==> config.mk <==
export PLATFORM = sky130hd
export DESIGN_NAME = maj_chain_sched
export DESIGN_NICKNAME = d
export VERILOG_FILES = /design/src/rtl/maj_chain_sched_pkg.sv /design/src/rtl/maj_chain_sched_maj3_stage.sv /design/src/rtl/maj_chain_sched.sv
export SDC_FILE = /design/constraint.sdc
export NUM_CORES = 1
export LEC_CHECK = 0
export CAP_MARGIN = 20
export CORE_MARGIN = 2
export CORE_UTILIZATION = 42
export CTS_CLUSTER_DIAMETER = 100
export CTS_CLUSTER_SIZE = 10
export DETAILED_ROUTE_END_ITERATION = 7
export MAX_ROUTING_LAYER = met4
export PLACE_DENSITY_LB_ADDON = 0.15
export SLEW_MARGIN = 10
export SYNTH_ARGS = -nofsm -noshare
export SYNTH_HDL_FRONTEND = slang
export SYNTH_SLANG_ARGS = --single-unit
==> constraint.sdc <==
create_clock -name clk -period 1.7 [get_ports clk]
set_input_delay 0.255 -clock clk [delete_from_list [all_inputs] [get_ports clk]]
set_output_delay 0.255 -clock clk [all_outputs]
set_load 0.05 [all_outputs]
==> src/rtl/maj_chain_sched_pkg.sv <==
// Shared types for the time-shared majority-chain scheduler.
// Holds the FSM encoding, default chain length and requester id type.
package maj_chain_sched_pkg;

   localparam int W_DEF = 11;

   typedef enum logic [1:0] {
      IDLE = 2'd0,
      EVAL = 2'd1,
      RESP = 2'd2
   } state_t;

   typedef logic req_id_t;

   function automatic int idx_w(input int w);
      return (w > 1) ? $clog2(w) : 1;
   endfunction

endpackage

==> src/rtl/maj_chain_sched_maj3_stage.sv <==
// Single combinational MAJ3 cell shared by every chain stage.
// The running carry is registered by the parent scheduler.
module maj3_stage (
   input  logic a,
   input  logic b,
   input  logic c,
   output logic y
);

   assign y = (a & b) | (a & c) | (b & c);

endmodule

==> src/rtl/maj_chain_sched.sv <==
// Two-requester majority-chain scheduler: one MAJ3 stage per cycle.
// Define MAJ_CHAIN_SCHED_RR_EN for round-robin grant; default is fixed priority.
module maj_chain_sched
   import maj_chain_sched_pkg::*;
#(
   parameter int W = W_DEF
) (
   input  logic         clk,
   input  logic         rst_n,
   input  logic         req0_valid,
   output logic         req0_ready,
   input  logic [W-1:0] req0_a,
   input  logic [W-1:0] req0_b,
   input  logic         req0_c0,
   input  logic         req0_t,
   input  logic         req1_valid,
   output logic         req1_ready,
   input  logic [W-1:0] req1_a,
   input  logic [W-1:0] req1_b,
   input  logic         req1_c0,
   input  logic         req1_t,
   output logic         rsp_valid,
   input  logic         rsp_ready,
   output logic         rsp_data,
   output req_id_t      rsp_id
);

   localparam int IW = idx_w(W);
   localparam logic [IW-1:0] LAST = IW'(W - 1);

   state_t          state;
   logic [IW-1:0]   idx;
   logic            carry;
   logic [W-1:0]    a_q;
   logic [W-1:0]    b_q;
   logic            t_q;
   req_id_t         id_q;

   req_id_t         grant_id;
   logic            idle_ok;
   logic            accept;
   logic            maj_y;

`ifdef MAJ_CHAIN_SCHED_RR_EN
   req_id_t         prio;

   // On a tie the requester not granted most recently wins.
   always_comb begin
      grant_id = 1'b0;
      if (req0_valid && req1_valid)
         grant_id = prio;
      else if (req1_valid)
         grant_id = 1'b1;
   end
`else
   always_comb begin
      grant_id = 1'b0;
      if (!req0_valid && req1_valid)
         grant_id = 1'b1;
   end
`endif

   assign idle_ok    = rst_n && (state == IDLE);
   assign req0_ready = idle_ok && req0_valid && (grant_id == 1'b0);
   assign req1_ready = idle_ok && req1_valid && (grant_id == 1'b1);
   assign accept     = req0_ready || req1_ready;

   maj3_stage u_maj3 (
      .a (a_q[idx]),
      .b (b_q[idx]),
      .c (carry),
      .y (maj_y)
   );

   always_ff @(posedge clk) begin
      if (!rst_n) begin
         state     <= IDLE;
         idx       <= '0;
         carry     <= 1'b0;
         a_q       <= '0;
         b_q       <= '0;
         t_q       <= 1'b0;
         id_q      <= 1'b0;
         rsp_valid <= 1'b0;
         rsp_data  <= 1'b0;
         rsp_id    <= 1'b0;
`ifdef MAJ_CHAIN_SCHED_RR_EN
         prio      <= 1'b0;
`endif
      end else begin
         unique case (state)
            IDLE: begin
               if (accept) begin
                  a_q   <= grant_id ? req1_a  : req0_a;
                  b_q   <= grant_id ? req1_b  : req0_b;
                  carry <= grant_id ? req1_c0 : req0_c0;
                  t_q   <= grant_id ? req1_t  : req0_t;
                  id_q  <= grant_id;
                  idx   <= '0;
                  state <= EVAL;
`ifdef MAJ_CHAIN_SCHED_RR_EN
                  prio  <= ~grant_id;
`endif
               end
            end
            EVAL: begin
               carry <= maj_y;
               if (idx == LAST)
                  state <= RESP;
               else
                  idx <= idx + 1'b1;
            end
            RESP: begin
               // First RESP cycle launches the registered response.
               if (!rsp_valid) begin
                  rsp_valid <= 1'b1;
                  rsp_data  <= t_q ^ carry;
                  rsp_id    <= id_q;
               end else if (rsp_ready) begin
                  rsp_valid <= 1'b0;
                  state     <= IDLE;
               end
            end
            default: state <= IDLE;
         endcase
      end
   end

endmodule

Word-level counts from Yosys, hierarchy flattened
Index checks and enable logic that the tools add are counted.

Bits in registers: 34. Output and inout port bits: 5. Word-level logic and storage cells: 64. Bits of input ports: 53.

$add $sub $neg: 1. Muxes and demuxes: 21. Bitwise gates (word level): 8. Eq/ne operators: 8. $lt $le $gt $ge: 1. Reductions and logical operators: 15.

Operators by type and width (count): $mux W11 (2); $ne A2 B2 Y1 const B (5); $bmux W1 S4 (2); $mux W1 (8); $mux W2 (4); $mux W4 (2); $pmux W4 S2 (1); $logic_and A1 B1 Y1 (6); $pmux W2 S3 (1); $reduce_and A2 Y1 (3); $lt A4 B5 Y1 const B (1); $add A4 B1 Y4 const B (1); $eq A4 B4 Y1 const B (1); $reduce_and A4 Y1 (1); $and A1 B1 Y1 (3); $reduce_and A3 Y1 (1); $eq A2 B1 Y1 const B (1); $eq A2 B2 Y1 const B (1); $logic_not A2 Y1 (1); $not A1 Y1 (2); $or A1 B1 Y1 (2); $pmux W1 S2 (1); $reduce_bool A2 Y1 (1); $logic_not A1 Y1 (1); other kinds (2) (2).

Longest topological paths before layout
Depth in word-level cells: 8. Depth in mapped cells: 7. Gate-level depth less buffers: 6.

By module
A second synthesis with hierarchy kept.

Cell total of the unflattened synthesis: 188. Area total of the unflattened synthesis: 1848.0 µm².

Modules (own cells, without submodules): maj_chain_sched (times used 1, cells an instance 187, sequential area each 680.7 µm², area an instance 1836.8 µm²); maj3_stage (times used 1, cells an instance 1, sequential area each 0.0 µm², area an instance 11.3 µm²).

Least setup slack after synthesis
No wires, ideal clock.

Path kind: reg-to-reg. Start: reg idx[0]. End: reg carry. Cell stages (with the launch flop): 6. Setup slack: 0.021 ns. Buffers on the path: 0. Data required time: 1.578 ns. Arrival: 1.558 ns. Cell sequence: dfxtp_1 mux4_1 nor2_1 or3_4 a41oi_2 o311a_1.

Cells in the longest elaborated chain, start to end: 6.

Ends and longest elaborated chain: start: declaration (line maj_chain_sched.sv:32) `logic [IW-1:0] idx;`; start signal: assignment (line maj_chain_sched.sv:111) `idx <= idx + 1'b1;`; $bmux W1 S4, on equally long branches (line maj_chain_sched.sv:69, maj_chain_sched.sv:70); $mux W1, on equally long branches (line maj_chain_sched.sv:69, maj_chain_sched.sv:70); $and A1 B1 Y1 (line maj_chain_sched_maj3_stage.sv:10) `assign y = (a & b) | (a & c) | (b & c);`; $or A1 B1 Y1 (line maj_chain_sched_maj3_stage.sv:10); $or A1 B1 Y1 (*) (line maj_chain_sched_maj3_stage.sv:10); $pmux W1 S2 (*) (line maj_chain_sched.sv:91) `unique case (state)`; end signal: assignment (line maj_chain_sched.sv:96) `carry <= grant_id ? req1_c0 : req0_c0;`; end signal: assignment (line maj_chain_sched.sv:107) `carry <= maj_y;`; end: declaration (line maj_chain_sched.sv:33) `logic carry;`.

Mark *: on every way between the ends. The rest lies on a longest branch, timed or not. The select of a mux whose other input is x is not followed. A chain may end at the register's enable or synchronous reset.

Final worst setup path
Ends and elaborated chain as after synthesis.

==> results.py <==
metrics = {
    "power": {
        "switching_share_pct": 24.5,
        "pwr-share-seq_pct": 43.6,
        "worst_ir_drop_vdd_v": 0.000619,
        "p_clk_share_pct": 34.0,
        "power.share.combinational_pct": 22.4,
        "power.static_leakage_nw": 1.40,
        "fin_total_pwr_w": 0.00207,
        "netSwitchingPower_w": 0.000506,
        "pwr_density_cell_nw_per_um2": 765,
        "internal_power_w": 0.00156,
    },
    "die": {
        "effective_utilization_at_floorplan_pct": 43.0,
        "pin_count": 58,
        "die_area_um2": 4910,
        "design.core.area_um2": 4260,
        "dieWidth_um": 70.0,
        "die_y_um": 70.0,
        "rows": 24,
    },
    "synth": {
        "most_used_dff_post_synth": "dfxtp_1",
        "ys_async_sr_fraction_pct": 0,
        "postSynthCellCount": 189,
        "post_synthesis_sequential_area_ratio_pct": 37.2,
        "synth-edff-count": 0,
        "netlist_area_um2": 1830,
        "synthesis.nets": 244,
        "synth.avg_cell_area_um2": 9.69,
        "postSynthRegisterBits": 34,
        "post_synth_num_cell_types": 38,
        "ys.warnings.count": 0,
    },
    "outcome": {
        "outcome": "complete, no violations",
    },
    "setup_path": {
        "reg2reg_setup_slack_ns": 0.04,
        "timing.critical_path.fanout_max": 4,
        "timing.reg2reg.worst_path_depth": 5,
        "worstPathArrival_ns": 1.84,
        "max_stage_delay_ns": 0.52,
        "worstPathCellList": "mux4_2 -> nor2_1 -> or3_4 -> a22oi_1 -> o311a_1",
        "crit_path_end_kind": "flop",
        "timing.critical_path.max_delay_family": "multiplexers",
        "crit_slowest_cell": "mux4_2",
        "critPathRequiredTime_ns": 1.88,
        "cp-start-kind": "flop",
        "setup.worst_path.class": "reg -> reg",
        "endpoint_of_the_worst_register_to_register_path": "carry",
        "worst-path-buf-inv": 0,
        "regToRegStartpoint": "idx[0]",
    },
    "sta": {
        "finalSetupViolations": 0,
        "clock_skew_ns": 0.00459,
        "rsz0062_at_grt": "true",
        "final.period_utilization_pct": 97.8,
        "maxSlewViolCount": 0,
        "timing_hold_violations_final": 0,
        "post-route-min-period_ns": 1.66,
        "setup_tns_ns": 0,
        "max-slew-margin-rel_pct": 69.4,
        "maximum_clock_frequency_ghz": 0.602,
        "worst-slew-pin-transition_ns": 0.455,
    },
    "drt": {
        "detailed_route_via_count": 1568,
        "routed_via_density": 5.12,
        "drt_drc_violations_left": 0,
        "drt_pass1_iterations": 6,
        "wl_mm": 3.79,
        "route.detailed.wl_per_inst_um": 12.4,
        "drtAntennaViolNets": 0,
        "drt_first_iter_violations": 45,
    },
    "layout": {
        "final_cell_count_no_fill": 306,
        "layout-drive-gt1-share_pct": 16.5,
        "antenna_diode_instance_count": 0,
        "final.fill_count": 366,
        "postLayoutCellArea_um2": 2700,
        "flow.area_growth_from_synthesis_pct": 47.4,
        "layout.nets": 308,
        "utilization_pct": 63.3,
    },
    "place": {
        "port_buffer_count": 57,
        "post_detailed_placement_half_perimeter_wirelength_mm": 2.73,
        "gpl.final_weighted_congestion": 0.796,
        "placedCellCount": 295,
        "placedInstanceArea_um2": 2530,
    },
    "clock_network": {
        "cts-buffers-inserted": 5,
        "worst_setup_hold_path_clk_slew_ns": 0.07,
        "cts.sinks": 34,
        "cts_tree": "built",
        "clk_root_buf": "clkbuf_8",
        "htree_levels": 2,
        "clkLatencyLatePin_ns": 0.29,
        "ctsLongestPathBuffers": 2,
    },
    "worst_hold_path": {
        "hold_path.class": "reg -> reg",
        "timing.hold.worst_path_depth": 2,
        "capture_endpoint_of_the_worst_hold_path": "id_q",
        "hold_start": "id_q",
    },
    "global_route": {
        "vias_in_the_first_global_route": 1517,
        "grt_antenna_before_repair": 0,
        "grt_util_all_layers_pct": 17.7,
        "global_route.overflow_total": 0,
        "grt_start_max_net_pins": 35,
        "grt_pass1_wl_mm": 6.84,
    },
    "job": {
        "timing.max_cap.violations": 0,
    },
}
## logic make-up (layout without fill, tap and decap cells)
kind of cell / Yosys count / in the layout / synth area share (%)
AND/OR/NAND/NOR: 57 / 57 / 14.6
AO/OA/AOI/OAI: 44 / 44 / 21.2
flip-flops: 34 / 34 / 37.2
multiplexers: 32 / 32 / 19.5
buffers and inverters: 17 / 82 / 4.64
XOR/XNOR: 3 / 3 / 1.43
adder cells (fa/ha/maj): 2 / 2 / 1.37
## per-stage QoR
stage                     setup slack [ns]  hold slack, ns
after global routing               -0.0411           0.481
after global placement              -0.103           0.455
after detailed placement            -0.125           0.452
after floorplan                     0.0207           0.432
final                               0.0381           0.460
after CTS                          0.00591           0.463
## cell usage after synthesis, types with 3 or more instances
cell type	number	area (um^2)
buf_2	7	35.0
mux2i_1	26	260
and2_1	3	18.8
o21ai_0	4	20.0
mux2_2	4	45.0
o211a_1	25	250
nand2b_1	5	31.3
inv_1	3	11.3
dfxtp_1	34	681
clkbuf_1	4	15.0
nor2_1	5	18.8
nand2_1	33	124
## worst min-delay path, stage by stage, from the launching register on
cell      delay (ns)
dfxtp_1         0.31
nand2_1         0.06
o21bai_1        0.05
## how the worst max path moves through the flow
stage                start    endpoint  slack, ns  depth (start not counted)
floorplan           idx[0]       carry       0.02                          5
global placement    idx[0]       carry      -0.10                          6
detailed placement  idx[0]       carry      -0.13                          6
CTS                  rst_n  req1_ready      0.006                          5
global route        idx[0]       carry      -0.04                          6
finish              idx[0]       carry       0.04                          5
## routing by layer
metal / part of all wire (%) / track usage (%) / wire length (um) / up-vias
met5: 0 / - / 0 / -
met3: 5.3 / 4.47 / 201 / 4
li1: - / - / - / 810
met4: 1.1 / 5.98 / 42 / 0
met2: 47 / 28.1 / 1780 / 38
met1: 47 / 21.9 / 1770 / 716
## area by class of cell
cell class	count	area, um^2	share of cell area [%]
multi-input combinational	138	1100	40.6
timing repair buffer	71	732	27.1
sequential	34	686	25.4
clock buffer	8	110	4.08
tap	52	65.1	2.41
inverter	3	11.3	0.417
## repair_timing
action	4_1_cts	5_1_grt
endpoints found under the hold margin	0	0
pin swaps	5	3
setup endpoints to repair	3	3
hold buffers	0	0
gates resized for setup	12	3
setup buffers	3	0
## flip-flops by register name, indices dropped and copies added (netlist names)
name / cells
a_q: 11
rsp_id: 1
t_q: 1
id_q: 1
rsp_valid: 1
b_q: 11
carry: 1
rsp_data: 1
state: 2
idx: 4
## power by group through the flow
stage          registers (W)  logic [W]  clock network [W]
2_1_floorplan       0.000902   0.000248                  0
3_3_place_gp        0.000913   0.000436                  0
3_5_place_dp        0.000914   0.000443                  0
4_1_cts             0.000901   0.000465           0.000711
5_1_grt             0.000908   0.000511           0.000743
6_report            0.000900   0.000463           0.000704
## placed cells by master, fill, tap and decap left out, types with 2 or more instances in the layout
master / n
and2_1: 3
o22ai_2: 2
o21ai_0: 4
nor2b_1: 2
clkdlybuf4s50_1: 51
buf_4: 13
o211a_1: 25
mux2i_1: 26
nand2b_1: 5
o2bb2ai_1: 2
and3_1: 2
o21a_1: 2
buf_12: 5
mux2_4: 2
mux2_2: 2
ha_1: 2
mux4_2: 2
inv_1: 3
nand3_1: 2
dfxtp_1: 32
clkbuf_8: 8
xnor2_1: 2
nor2_1: 5
or3_4: 2
nand2_1: 33
No activity file was read; power rests on OpenSTA's default activity.
